$ cat src/rtl/timed_cmd_dispatcher_pkg.sv
// Shared definitions for the timed command dispatcher: command-word layout,
// FSM encoding and the channel register-offset width.
package dispatcher_pkg;

  localparam int CH_OFS_W = 8;
  localparam int DATA_LSB = 0;

  typedef enum logic [1:0] {
    IDLE      = 2'd0,
    FETCH     = 2'd1,
    WAIT_TIME = 2'd2,
    ISSUE     = 2'd3
  } state_e;

  // Command word is {timestamp, addr, data} with data in the low bits.
  function automatic int addr_lsb(int data_w);
    return data_w;
  endfunction

  function automatic int ts_lsb(int addr_w, int data_w);
    return addr_w + data_w;
  endfunction

  function automatic int cmd_w(int ts_w, int addr_w, int data_w);
    return ts_w + addr_w + data_w;
  endfunction

endpackage

$ cat src/rtl/timed_cmd_dispatcher_ts_compare.sv
// Wrap-safe timestamp comparator: "due" once now has reached ts (or ts is the
// immediate value 0), "past" when now is strictly beyond a non-zero ts.
module ts_compare #(
  parameter int TS_W = 32
) (
  input  logic [TS_W-1:0] now,
  input  logic [TS_W-1:0] ts,
  output logic            due,
  output logic            past
);

  logic [TS_W-1:0] diff;
  logic            immediate;

  // The sign bit of the modular difference orders timestamps across wrap.
  assign diff      = now - ts;
  assign immediate = (ts == '0);
  assign due       = immediate || !diff[TS_W-1];
  assign past      = !immediate && !diff[TS_W-1] && (diff != '0);

endmodule

$ cat src/rtl/timed_cmd_dispatcher.sv
// Pops timestamped commands from the command FIFO, holds each until its time
// is reached, then hands it to one channel controller over valid/ready.
module timed_cmd_dispatcher
  import dispatcher_pkg::*;
#(
  parameter int               NUM_CH     = 16,
  parameter int               TS_W       = 32,
  parameter int               ADDR_W     = 16,
  parameter int               DATA_W     = 32,
  parameter logic [ADDR_W-1:0] RESET_ADDR = '1
) (
  input  logic                          clk,
  input  logic                          rst_n,
  input  logic [TS_W-1:0]               current_time,
  input  logic [TS_W+ADDR_W+DATA_W-1:0] fifo_dout,
  input  logic                          fifo_empty,
  input  logic                          fifo_valid,
  output logic                          fifo_rd_en,
  output logic [NUM_CH-1:0]             ch_en,
  input  logic [NUM_CH-1:0]             ch_ready,
  output logic [CH_OFS_W-1:0]           ch_addr,
  output logic [DATA_W-1:0]             ch_data,
  output logic                          reset_time,
  output logic                          late,
  output logic [15:0]                   drop_count,
  output logic                          busy,
  output state_e                        dbg_state
);

  localparam int TS_LSB   = ts_lsb(ADDR_W, DATA_W);
  localparam int ADDR_LSB = addr_lsb(DATA_W);
  localparam int IDX_W    = ADDR_W - CH_OFS_W;

  // Channel handshake: ch_en[idx] is the valid; a transfer completes on the
  // first cycle where ch_en[idx] and ch_ready[idx] are both high. ch_addr and
  // ch_data are stable while ch_en is high.

  state_e              state_q, state_d;
  logic [TS_W-1:0]     ts_q, ts_d;
  logic [ADDR_W-1:0]   addr_q, addr_d;
  logic [DATA_W-1:0]   data_q, data_d;
  logic                first_q, first_d;
  logic [NUM_CH-1:0]   ch_en_q, ch_en_d;
  logic [CH_OFS_W-1:0] ch_addr_q, ch_addr_d;
  logic [DATA_W-1:0]   ch_data_q, ch_data_d;
  logic                late_q, late_d;
  logic [15:0]         drop_q, drop_d;

  logic             due;
  logic             past;
  logic [IDX_W-1:0] idx;
  logic             unmapped;
  logic             is_reset_addr;
  logic             sel_ready;

  ts_compare #(.TS_W(TS_W)) u_ts_compare (
    .now  (current_time),
    .ts   (ts_q),
    .due  (due),
    .past (past)
  );

  assign idx           = addr_q[ADDR_W-1:CH_OFS_W];
  assign unmapped      = 32'(idx) >= 32'(NUM_CH);
  assign is_reset_addr = (addr_q == RESET_ADDR);
  assign sel_ready     = |(ch_ready & ch_en_q);

  always_comb begin
    state_d   = state_q;
    ts_d      = ts_q;
    addr_d    = addr_q;
    data_d    = data_q;
    first_d   = first_q;
    ch_en_d   = ch_en_q;
    ch_addr_d = ch_addr_q;
    ch_data_d = ch_data_q;
    late_d    = late_q;
    drop_d    = drop_q;
    case (state_q)
      IDLE: begin
        if (!fifo_empty) state_d = FETCH;
      end
      FETCH: begin
        if (fifo_valid) begin
          ts_d    = fifo_dout[TS_LSB +: TS_W];
          addr_d  = fifo_dout[ADDR_LSB +: ADDR_W];
          data_d  = fifo_dout[DATA_LSB +: DATA_W];
          first_d = 1'b1;
          state_d = WAIT_TIME;
        end
      end
      WAIT_TIME: begin
        first_d = 1'b0;
        if (first_q && past) late_d = 1'b1;
        if (due) begin
          if (is_reset_addr) begin
            state_d = IDLE;
          end else if (unmapped) begin
            if (drop_q != 16'hFFFF) drop_d = drop_q + 16'd1;
            state_d = IDLE;
          end else begin
            ch_en_d   = NUM_CH'(1) << idx;
            ch_addr_d = addr_q[CH_OFS_W-1:0];
            ch_data_d = data_q;
            state_d   = ISSUE;
          end
        end
      end
      ISSUE: begin
        if (sel_ready) begin
          ch_en_d = '0;
          state_d = IDLE;
        end
      end
      default: state_d = IDLE;
    endcase
  end

  always_ff @(posedge clk) begin
    if (!rst_n) begin
      state_q   <= IDLE;
      ts_q      <= '0;
      addr_q    <= '0;
      data_q    <= '0;
      first_q   <= 1'b0;
      ch_en_q   <= '0;
      ch_addr_q <= '0;
      ch_data_q <= '0;
      late_q    <= 1'b0;
      drop_q    <= '0;
    end else begin
      state_q   <= state_d;
      ts_q      <= ts_d;
      addr_q    <= addr_d;
      data_q    <= data_d;
      first_q   <= first_d;
      ch_en_q   <= ch_en_d;
      ch_addr_q <= ch_addr_d;
      ch_data_q <= ch_data_d;
      late_q    <= late_d;
      drop_q    <= drop_d;
    end
  end

  // Pop and clock-reset are decoded from state so neither costs a cycle;
  // both are held off while reset is asserted.
  assign fifo_rd_en = rst_n && (state_q == IDLE) && !fifo_empty;
  assign reset_time = rst_n && (state_q == WAIT_TIME) && due && is_reset_addr;
  assign ch_en      = ch_en_q;
  assign ch_addr    = ch_addr_q;
  assign ch_data    = ch_data_q;
  assign late       = late_q;
  assign drop_count = drop_q;
  assign busy       = (state_q != IDLE);
  assign dbg_state  = state_q;

endmodule

$ cat config.mk
export PLATFORM = sky130hd
export DESIGN_NAME = timed_cmd_dispatcher
export DESIGN_NICKNAME = d
export VERILOG_FILES = /design/src/rtl/timed_cmd_dispatcher_pkg.sv /design/src/rtl/timed_cmd_dispatcher_ts_compare.sv /design/src/rtl/timed_cmd_dispatcher.sv
export SDC_FILE = /design/constraint.sdc
export NUM_CORES = 1
export LEC_CHECK = 0
export CORE_ASPECT_RATIO = 0.5
export CORE_UTILIZATION = 42
export CTS_BUF_LIST = sky130_fd_sc_hd__clkbuf_8
export CTS_CLUSTER_SIZE = 14
export DETAILED_ROUTE_END_ITERATION = 8
export HOLD_SLACK_MARGIN = 0.08
export PLACE_DENSITY = 0.7
export SETUP_SLACK_MARGIN = 0.4
export SLEW_MARGIN = 20
export SYNTH_ARGS = -nofsm -noshare
export SYNTH_HDL_FRONTEND = slang
export SYNTH_SLANG_ARGS = --single-unit
export TNS_END_PERCENT = 50
$ cat constraint.sdc
create_clock -name clk -period 4.3 [get_ports clk]
set_input_delay 0.86 -clock clk [delete_from_list [all_inputs] [get_ports clk]]
set_output_delay 0.86 -clock clk [all_outputs]
set_load 0.02 [all_outputs]
## Word level (Yosys, flattened, before mapping)

Cells that the tools add are included.
W data, S select, Z words.

| operators by class | value |
|---|---|
| reduce and logical (&&, ||, !) cells | 26 |
| equal/unequal tests | 11 |
| bitwise logic cells | 3 |
| add/sub/neg operators | 2 |
| muxes and demuxes | 14 |
| shifts and indexed selects | 1 |
| order comparisons | 1 |

Operators with widths:

| cell | number |
|---|---|
| $mux W16 | 4 |
| $logic_not A32 Y1 | 1 |
| $pmux W16 S2 | 1 |
| $reduce_bool A32 Y1 | 1 |
| $sub A32 B32 Y32 | 1 |
| $add A16 B1 Y16 const B | 1 |
| $and A16 B16 Y16 | 1 |
| $eq A16 B16 Y1 const B | 1 |
| $ne A16 B16 Y1 const B | 1 |
| $reduce_or A16 Y1 | 1 |
| $shl A1 B8 Y16 const A | 1 |
| $mux W2 | 6 |
| $ne A2 B2 Y1 const B | 6 |
| $reduce_and A5 Y1 | 2 |
| $ge A8 B5 Y1 const B | 1 |
| $logic_and A1 B1 Y1 | 8 |
| $pmux W2 S4 | 1 |
| $reduce_and A4 Y1 | 2 |
| $reduce_and A2 Y1 | 3 |
| $reduce_bool A2 Y1 | 3 |
| $eq A2 B2 Y1 const B | 2 |
| $logic_not A1 Y1 | 3 |
| $eq A2 B1 Y1 const B | 1 |
| $logic_not A2 Y1 | 1 |
| other kinds (4) | 5 |

| storage, ports and cells | value |
|---|---|
| output and inout bits | 78 |
| input port bits | 132 |
| register bits after elaboration | 156 |

## Logic depth before layout (Yosys ltp)

Gate-level depths: netlist (run 1).

| depth | value |
|---|---|
| depth in word-level cells | 6 |
| mapped depth | 13 |
| depth with buffers taken out | 12 |

## Modules after synthesis

A second synthesis (run 1) with hierarchy kept.

| second synthesis, totals | value |
|---|---|
| cell total of the unflattened synthesis | 1,110 |
| area total of the unflattened synthesis | 8,369.3 um2 |

By module, submodules not included:

| module | cells each | instances | seq. area each (um2) | area an instance (um2) |
|---|---|---|---|---|
| timed_cmd_dispatcher | 756 | 1 | 3,123.0 | 5,980.7 |
| ts_compare | 354 | 1 | 0.0 | 2,388.5 |

## Least setup slack after synthesis (run 1)

No wires, ideal clock.

| path | value |
|---|---|
| path kind | input port to output port |
| from | input port current_time[6] |
| to | output port reset_time |
| buffers on the path | 1 |
| slack | 274 ps |
| arrival | 3,166 ps |
| stages on the path | 9 |
| cells stage by stage | ha_1 > o211ai_2 > a2111oi_4 > o21ai_2 > a31o_1 > o211a_1 > o31ai_4 > buf_2 > and4_1 |

| between the ends | value |
|---|---|
| cells in the longest elaborated chain, start to end | 5 |

RTL lines:

| what | RTL line | text |
|---|---|---|
| from (decl) | timed_cmd_dispatcher.sv:14 | `input logic [TS_W-1:0] current_time,` |
| $sub A32 B32 Y32 | timed_cmd_dispatcher_ts_compare.sv:16 | `assign diff = now - ts;` |
| $logic_not A1 Y1 | timed_cmd_dispatcher_ts_compare.sv:18 | `assign due = immediate \|\| !diff[TS_W-1];` |
| $logic_or A1 B1 Y1 | timed_cmd_dispatcher_ts_compare.sv:18 |  |
| $logic_and A1 B1 Y1 (2 in a row) | timed_cmd_dispatcher.sv:148 | `assign reset_time = rst_n && (state_q == WAIT_TIME) && due && is_reset_addr;` |
| to (decl) | timed_cmd_dispatcher.sv:23 | `output logic reset_time,` |

No other way between the ends.

## Final worst setup path (run 1)

| path | value |
|---|---|
| from | input port current_time[15] |
| to | output port reset_time |

Same word-level chain as after synthesis.

==> results of run 1 <==
## final timing paths
path	start	end	slack (ns)
max reg2reg	ts_q[1]	late	0.64
min reg2reg	data_q[12]	ch_data[12]	0.45
min	data_q[12]	ch_data[12]	0.45
max	current_time[15]	reset_time	0.39
## sequential cells by signal, indices dropped and copies added, names as in the netlist
| register | cells |
|---|---|
| addr_q | 16 |
| ch_addr | 8 |
| ch_data | 32 |
| ch_en | 16 |
| data_q | 32 |
| dbg_state | 2 |
| drop_count | 16 |
| first_q | 1 |
| late | 1 |
| ts_q | 32 |
## metal layers
metal	vias up	global-route usage (%)	part of all wire, %
li1	4430	-	-
met1	4178	32.23	44
met2	212	45.27	49
met3	22	3.700	5.2
met4	0	7.457	1.4
met5	-	0	0
## cell type report
class / instances / area, um2
Fill cell: 1648 / 6700
Multi-Input combinational cell: 840 / 5066
Sequential cell: 156 / 3123
Timing Repair Buffer: 333 / 3038
Tap cell: 259 / 324.1
Clock buffer: 18 / 247.7
Clock inverter: 14 / 170.2
Inverter: 43 / 161.4
## worst register-to-register path, stage by stage (launching register included)
cell and delay, ns:
dfxtp_1 0.42, inv_1 0.07, ha_1 0.28, nor2b_2 0.16, buf_4 0.12, buf_4 0.12
buf_4 0.12, o2111ai_1 0.23, a21oi_1 0.18, o31ai_1 0.54, buf_4 0.22, o22a_1 0.17
o221ai_1 0.11, nand4b_1 0.20, nor4b_2 0.36, buf_4 0.17, nor3_1 0.03
## per-stage QoR
stage          setup TNS (ns)  area, um2  power [uW]  setup WS (ns)  hold WS, ns
3_3_place_gp          -0.8546      11330        2790        -0.4529       0.4325
4_1_cts                     0      12080        4029         0.3614       0.4491
5_1_grt                     0      12130        4248         0.3004       0.4679
2_1_floorplan               0       8284        2292         0.4143       0.4286
3_5_place_dp          -0.8378      11330        2810        -0.4872       0.4386
6_report                    0      12130        4032         0.3873       0.4483
## Yosys cell counts (8+ instances only)
master	instances	area, um2
ha_1	32	400.4
nand4_1	19	118.9
and2_1	10	62.56
nand2_1	287	1077
o21ai_0	27	135.1
o21a_1	10	75.07
dfxtp_1	156	3123
nor4_1	13	81.33
inv_1	42	157.7
a21oi_1	122	610.6
o21ai_1	40	200.2
nor2b_1	8	50.05
and3_1	10	62.56
mux2i_1	22	220.2
nor2_1	35	131.4
xnor2_1	8	70.07
nand3_1	57	285.3
xor2_1	11	96.34
or3_1	9	56.30
nor3_1	14	70.07
clkbuf_1	51	191.4
## where the power goes
part           total (uW)  switching [uW]  internal [uW]
Sequential           1580            62.6           1520
Clock                1150             559            594
Combinational        1300             689            609
Total                4030            1310           2720
## logic make-up (layout without fill, tap and decap cells)
logic type                 after synthesis  count (layout)  share of synthesized area [%]
and+or+nand+nor                        486             486                          26.40
AOI/OAI and AO/OA                      279             279                          20.80
DFF                                    156             156                          37.74
buffers and inverters                  109             408                          5.171
adders and majority gates               33              33                          5.080
muxes                                   23              23                          2.797
xor gates and xnor gates                19              19                          2.011
## what timing repair did
action	CTS	global route
buffers inserted	9	2
gates resized for setup	99	19
endpoints found under the setup margin	2	2
pin swaps	37	17
hold buffers	0	0
==> metrics.md, run 1 <==
| Metric | Value |
|---|---|
| Status | `finished clean` |
| WP buf/inv | `4` |
| Non-filler cells, final | `1663` |
| Clock Path Buffers | `2` |
| Commonest non-fill, non-tap cell in the layout | `nand2_1` |
| Synth Net Count | `1270` |
| Mean Syn Cell Area | `7.489 um2` |
| Core ar. | `0.01883 mm2` |
| Root buffer cell | `clkbuf_8` |
| Placed cells | `1620` |
| Vias post-DR | `8842` |
| Synth warn | `0` |
| Die Ht | `101.3 um` |
| Vias per inst | `5.317` |
| First DRT Iteration DRCs | `498` |
| Worst reg2reg path depth | `16` |
| Clk sink count | `156` |
| GP Congestion | `0.9824` |
| Fin crit share | `90.99%` |
| Setup violations, final | `0` |
| Worst setup EP type | `primary output` |
| Util after Layout | `64.42%` |
| Nets | `1556` |
| Cell family with the largest share of critical-path delay | `compound AO/OA/AOI/OAI gates` |
| Clock Skew | `0.01606 ns` |
| Critical path depth | `12` |
| Critical Path Start Type | `primary input` |
| Num ports | `210` |
| Crit path cell chain | `clkdlybuf4s50_1 > ha_1 > a21oi_2 > o21ai_2 > o31ai_2 > a31o_4 > buf_6 > buf_6 > nor3_4 > o31ai_4 > and4_4 > buf_6` |
| Most frequent cells in the layout | `nand2_1 (282), clkdlybuf4s50_1 (184), dfxtp_1 (156)` |
| Remaining DRCs | `0` |
| #FFs+latches synth | `156` |
| Layout cells sized above 1 | `16.45%` |
| Fin crit period | `3.913 ns` |
| Leakage Power | `0.004367 uW` |
| Dpl hpwl | `19500 um` |
| Drt wl/cell | `15.95 um` |
| Area grow syn2layout | `46.58%` |
| Final wirelength | `26530 um` |
| F_max | `255.6 MHz` |
| Syn Inst Count | `1105` |
| Tot GR Track Use | `25.38%` |
| Worst-margin pin slew | `1.073 ns` |
| Number of hold-slack violations in the final timing report | `0` |
| Asr flop ratio synth | `0%` |
| CP most frequent cell | `buf_6` |
| CTS buffer count | `17` |
| Hold crit path type | `register to register` |
| RSZ-0062 raised after global routing | `yes` |
| Slowest CP cell | `clkdlybuf4s50_1` |
| Main synth FF type | `dfxtp_1` |
| # port buffers | `209` |
| Grt ovf | `0` |
| Register area share after synthesis | `37.74%` |
| Synth cell types | `75` |
| CTS tree | `yes` |
| Final Max Tran Viols | `0` |
| Vias in the first global route | `8388` |
| Crit-path max FO | `3` |
| Clk_lat worst skew | `0.43 ns` |
| CTS HTree Levels | `4` |
| Critical path class | `primary input to primary output` |
| Number of antenna diodes | `0` |
| Die Area | `0.02030 mm2` |
| Antenna Nets Post-Route | `0` |
| Initial Utilization | `43.95%` |
| Reg clk slew, reported paths | `0.08 ns` |
| First-pass GRT wire length | `42030 um` |
| WP data required | `3.44 ns` |
| Peak supply drop | `0.0002557 V` |
| Total iterations of the first detailed-routing run | `6` |
| Mapped cell area | `0.008275 mm2` |
| Post-synth EDFFs | `0` |
| Initial antenna violation count | `0` |
| Die width | `200.5 um` |
| Max-Cap Viols | `0` |
| Worst Hold Depth | `2` |
| Power density over cell area | `332.4 mW/mm2` |
| Largest net degree at the start of global routing | `99` |
| Slowest stage delay, CP | `0.42 ns` |
| Critical Path AT | `3.05 ns` |
| Rows | `35` |
| Worst slew margin | `28.48%` |
No activity file was read; power rests on OpenSTA's default activity.
==> run 2: changes to the inputs <==
--- a/config.mk
+++ b/config.mk
@@ -5,13 +5,16 @@
 export SDC_FILE = /design/constraint.sdc
 export NUM_CORES = 1
 export LEC_CHECK = 0
+export ABC_AREA = 1
+export CAP_MARGIN = 20
 export CORE_ASPECT_RATIO = 0.5
+export CORE_MARGIN = 1
 export CORE_UTILIZATION = 42
 export CTS_BUF_LIST = sky130_fd_sc_hd__clkbuf_8
 export CTS_CLUSTER_SIZE = 14
 export DETAILED_ROUTE_END_ITERATION = 8
 export HOLD_SLACK_MARGIN = 0.08
-export PLACE_DENSITY = 0.7
+export PLACE_DENSITY = 0.69
 export SETUP_SLACK_MARGIN = 0.4
 export SLEW_MARGIN = 20
 export SYNTH_ARGS = -nofsm -noshare
==> run 2 against run 1 <==
Compared with the run above:
- critical endpoint unchanged
- cell count up 14%
- global-route usage is 2.0 points lower
- wire length down 1.6%
- sequential power is 24% higher
- first-iteration DRC count down 7.4%
- combinational power is 130% higher
- via count increased by 5.4%
- power up 51%
- die area increased by 7.6%
- largest power group is now combinational logic
- non-clock buffer count is 57 lower
==> metrics.md, run 2 <==
| Metric | Value |
|---|---|
| Util after Layout | `60.21%` |
| Critical path class | `primary input to primary output` |
| Setup slack, reg-to-reg | `1.59 ns` |
| Hold crit path type | `register to register` |
| Rows | `37` |
| Grt ovf | `0` |
| Most frequent cells in the layout | `nand2_1 (312), inv_1 (227), clkdlybuf4s50_1 (188)` |
| Area grow syn2layout | `39.78%` |
| Vias in the first global route | `8581` |
| Worst reg2reg path depth | `16` |
| Peak supply drop | `0.0003542 V` |
| Dpl hpwl | `20120 um` |
| Die width | `208.0 um` |
| #FFs+latches synth | `156` |
| Critical Path AT | `2.96 ns` |
| Syn Inst Count | `1361` |
| Tot GR Track Use | `23.42%` |
| Asr flop ratio synth | `0%` |
| Core ar. | `0.02069 mm2` |
| Commonest non-fill, non-tap cell in the layout | `nand2_1` |
| Clock Path Buffers | `2` |
| Synth top area share | `35.04%` |
| Synth Net Count | `1526` |
| F_max | `261.5 MHz` |
| Status | `finished clean` |
| Number of hold-slack violations in the final timing report | `0` |
| Vias post-DR | `9318` |
| Fin crit share | `88.92%` |
| Setup_tns | `0 ns` |
| Hold path endpoint | `ch_data[3]` |
| Reg clk slew, reported paths | `0.08 ns` |
| # port buffers | `209` |
| Fin crit period | `3.824 ns` |
| Worst slew margin | `43.86%` |
| Post-synth EDFFs | `0` |
| Synth cell types | `42` |
| Remaining DRCs | `0` |
| Root buffer cell | `clkbuf_8` |
| Post-synth top cells | `nand2_1 (321), inv_1 (226), dfxtp_1 (156)` |
| Fill cells | `1934` |
| Antenna Nets Post-Route | `0` |
| Drt wl/cell | `13.77 um` |
| WP data required | `3.44 ns` |
| Worst flop-to-flop path startpoint | `ts_q[16]` |
| Setup violations, final | `0` |
| Register area share after synthesis | `35.04%` |
| Critical Path Start Type | `primary input` |
| Clock Skew | `0.008845 ns` |
| Layout cells sized above 1 | `11.84%` |
| Hold WS | `0.4534 ns` |
| Main synth FF type | `dfxtp_1` |
| Num ports | `210` |
| Die Area | `0.02184 mm2` |
| Hold path startpoint | `data_q[3]` |
| Initial antenna violation count | `1` |
| CTS HTree Levels | `4` |
| Placed cells | `1857` |
| Synth warn | `0` |
| Non-filler cells, final | `1895` |
| Die Ht | `105.0 um` |
| CTS tree | `yes` |
| Clk_lat worst skew | `0.45 ns` |
| Leakage Power | `0.005519 uW` |
| Final Max Tran Viols | `0` |
| Count leader, synth | `nand2_1` |
| Max-Cap Viols | `0` |
| Mapped cell area | `0.008914 mm2` |
| Worst setup EP type | `primary output` |
| Worst-margin pin slew | `0.8412 ns` |
| Ranking of synthesized cells by area | `dfxtp_1 (35%), nand2_1 (14%), inv_1 (9.5%), a21oi_1 (8.4%), o21ai_0 (4.9%)` |
| RSZ-0062 raised after global routing | `no` |
| Nets | `1773` |
| Final wirelength | `26100 um` |
| CTS buffer count | `17` |
| Worst Hold Depth | `2` |
| First DRT Iteration DRCs | `461` |
| Mean Syn Cell Area | `6.549 um2` |
| Power density over cell area | `488.7 mW/mm2` |
| GP Congestion | `0.9859` |
| Total iterations of the first detailed-routing run | `5` |
| Initial Utilization | `43.07%` |
| Clk sink count | `156` |
| First-pass GRT wire length | `41080 um` |
| Worst r2r dst | `ch_data[2]` |
| Vias per inst | `4.917` |
| Cell accounting for the most synthesized area | `dfxtp_1` |
| Crit-path max FO | `3` |
| Largest net degree at the start of global routing | `138` |
## run 2: metal layers
metal  vias to the layer above  routed length, um  global-route usage [%]
met5                         -                  0                       0
met4                         0                506                   8.413
met3                        31               1085                   3.907
met2                       188              12630                   40.56
met1                      4236              11880                   29.37
li1                       4863                  -                       -
## run 2: per-stage QoR
stage	cell area (um2)	setup WS, ns	power (uW)
after global routing	12460	0.3934	6548
after floorplan	8914	0.8392	3760
after detailed placement	11570	-0.2053	4812
final	12460	0.4764	6088
after global placement	11570	-0.1012	4757
after CTS	12010	0.4060	5977
## run 2: repair_timing
action | 4_1_cts | 5_1_grt
endpoints found under the hold margin | 0 | 0
gates cloned | 0 | 0
setup buffers | 0 | 5
gates resized for setup | 9 | 64
pin swaps | 1 | 32
endpoints found under the setup margin | 1 | 1
hold buffers | 0 | 0
## run 2: area by class of cell
class	count	area [um2]	share of cell area (%)
Antenna cell	1	2.502	0.02008
Multi-Input combinational cell	923	5040	40.45
Clock buffer	20	275.3	2.209
Inverter	234	885.9	7.110
Clock inverter	12	146.4	1.175
Timing Repair Buffer	276	2645	21.23
Sequential cell	156	3123	25.07
Tap cell	273	341.6	2.742
## run 2: cell families after synthesis
| kind of cell | synth area share, % |
|---|---|
| flops | 35.04 |
| buf+inv | 12.79 |
| xor+xnor | 1.572 |
| simple gates | 28.26 |
| compound gates | 17.63 |
| fa+ha+maj | 4.716 |
## run 2: worst max-delay path by stage
stage | from | to | slack, ns
after floorplan | current_time[26] | reset_time | 0.84
after global placement | current_time[22] | reset_time | -0.10
after detailed placement | current_time[18] | reset_time | -0.21
after CTS | current_time[22] | reset_time | 0.41
after global routing | current_time[1] | reset_time | 0.39
final | current_time[1] | reset_time | 0.48
## run 2: critical path, cell delays in order
cell,delay (ns)
clkdlybuf4s50_1,0.48
ha_4,0.30
nand3_1,0.09
nand2_2,0.09
nand2_2,0.06
nand2_2,0.11
nand2_2,0.07
nand2_2,0.08
nand3_2,0.08
nand3b_1,0.11
nand2_2,0.10
nand2_2,0.10
nand2_4,0.08
nor3_4,0.21
buf_6,0.14
## run 2: power breakdown
| group | internal, uW | switching [uW] | total (uW) |
|---|---|---|---|
| Combinational | 1230 | 1750 | 2980 |
| Clock | 614 | 534 | 1150 |
| Sequential | 1780 | 181 | 1960 |
| Total | 3630 | 2460 | 6090 |
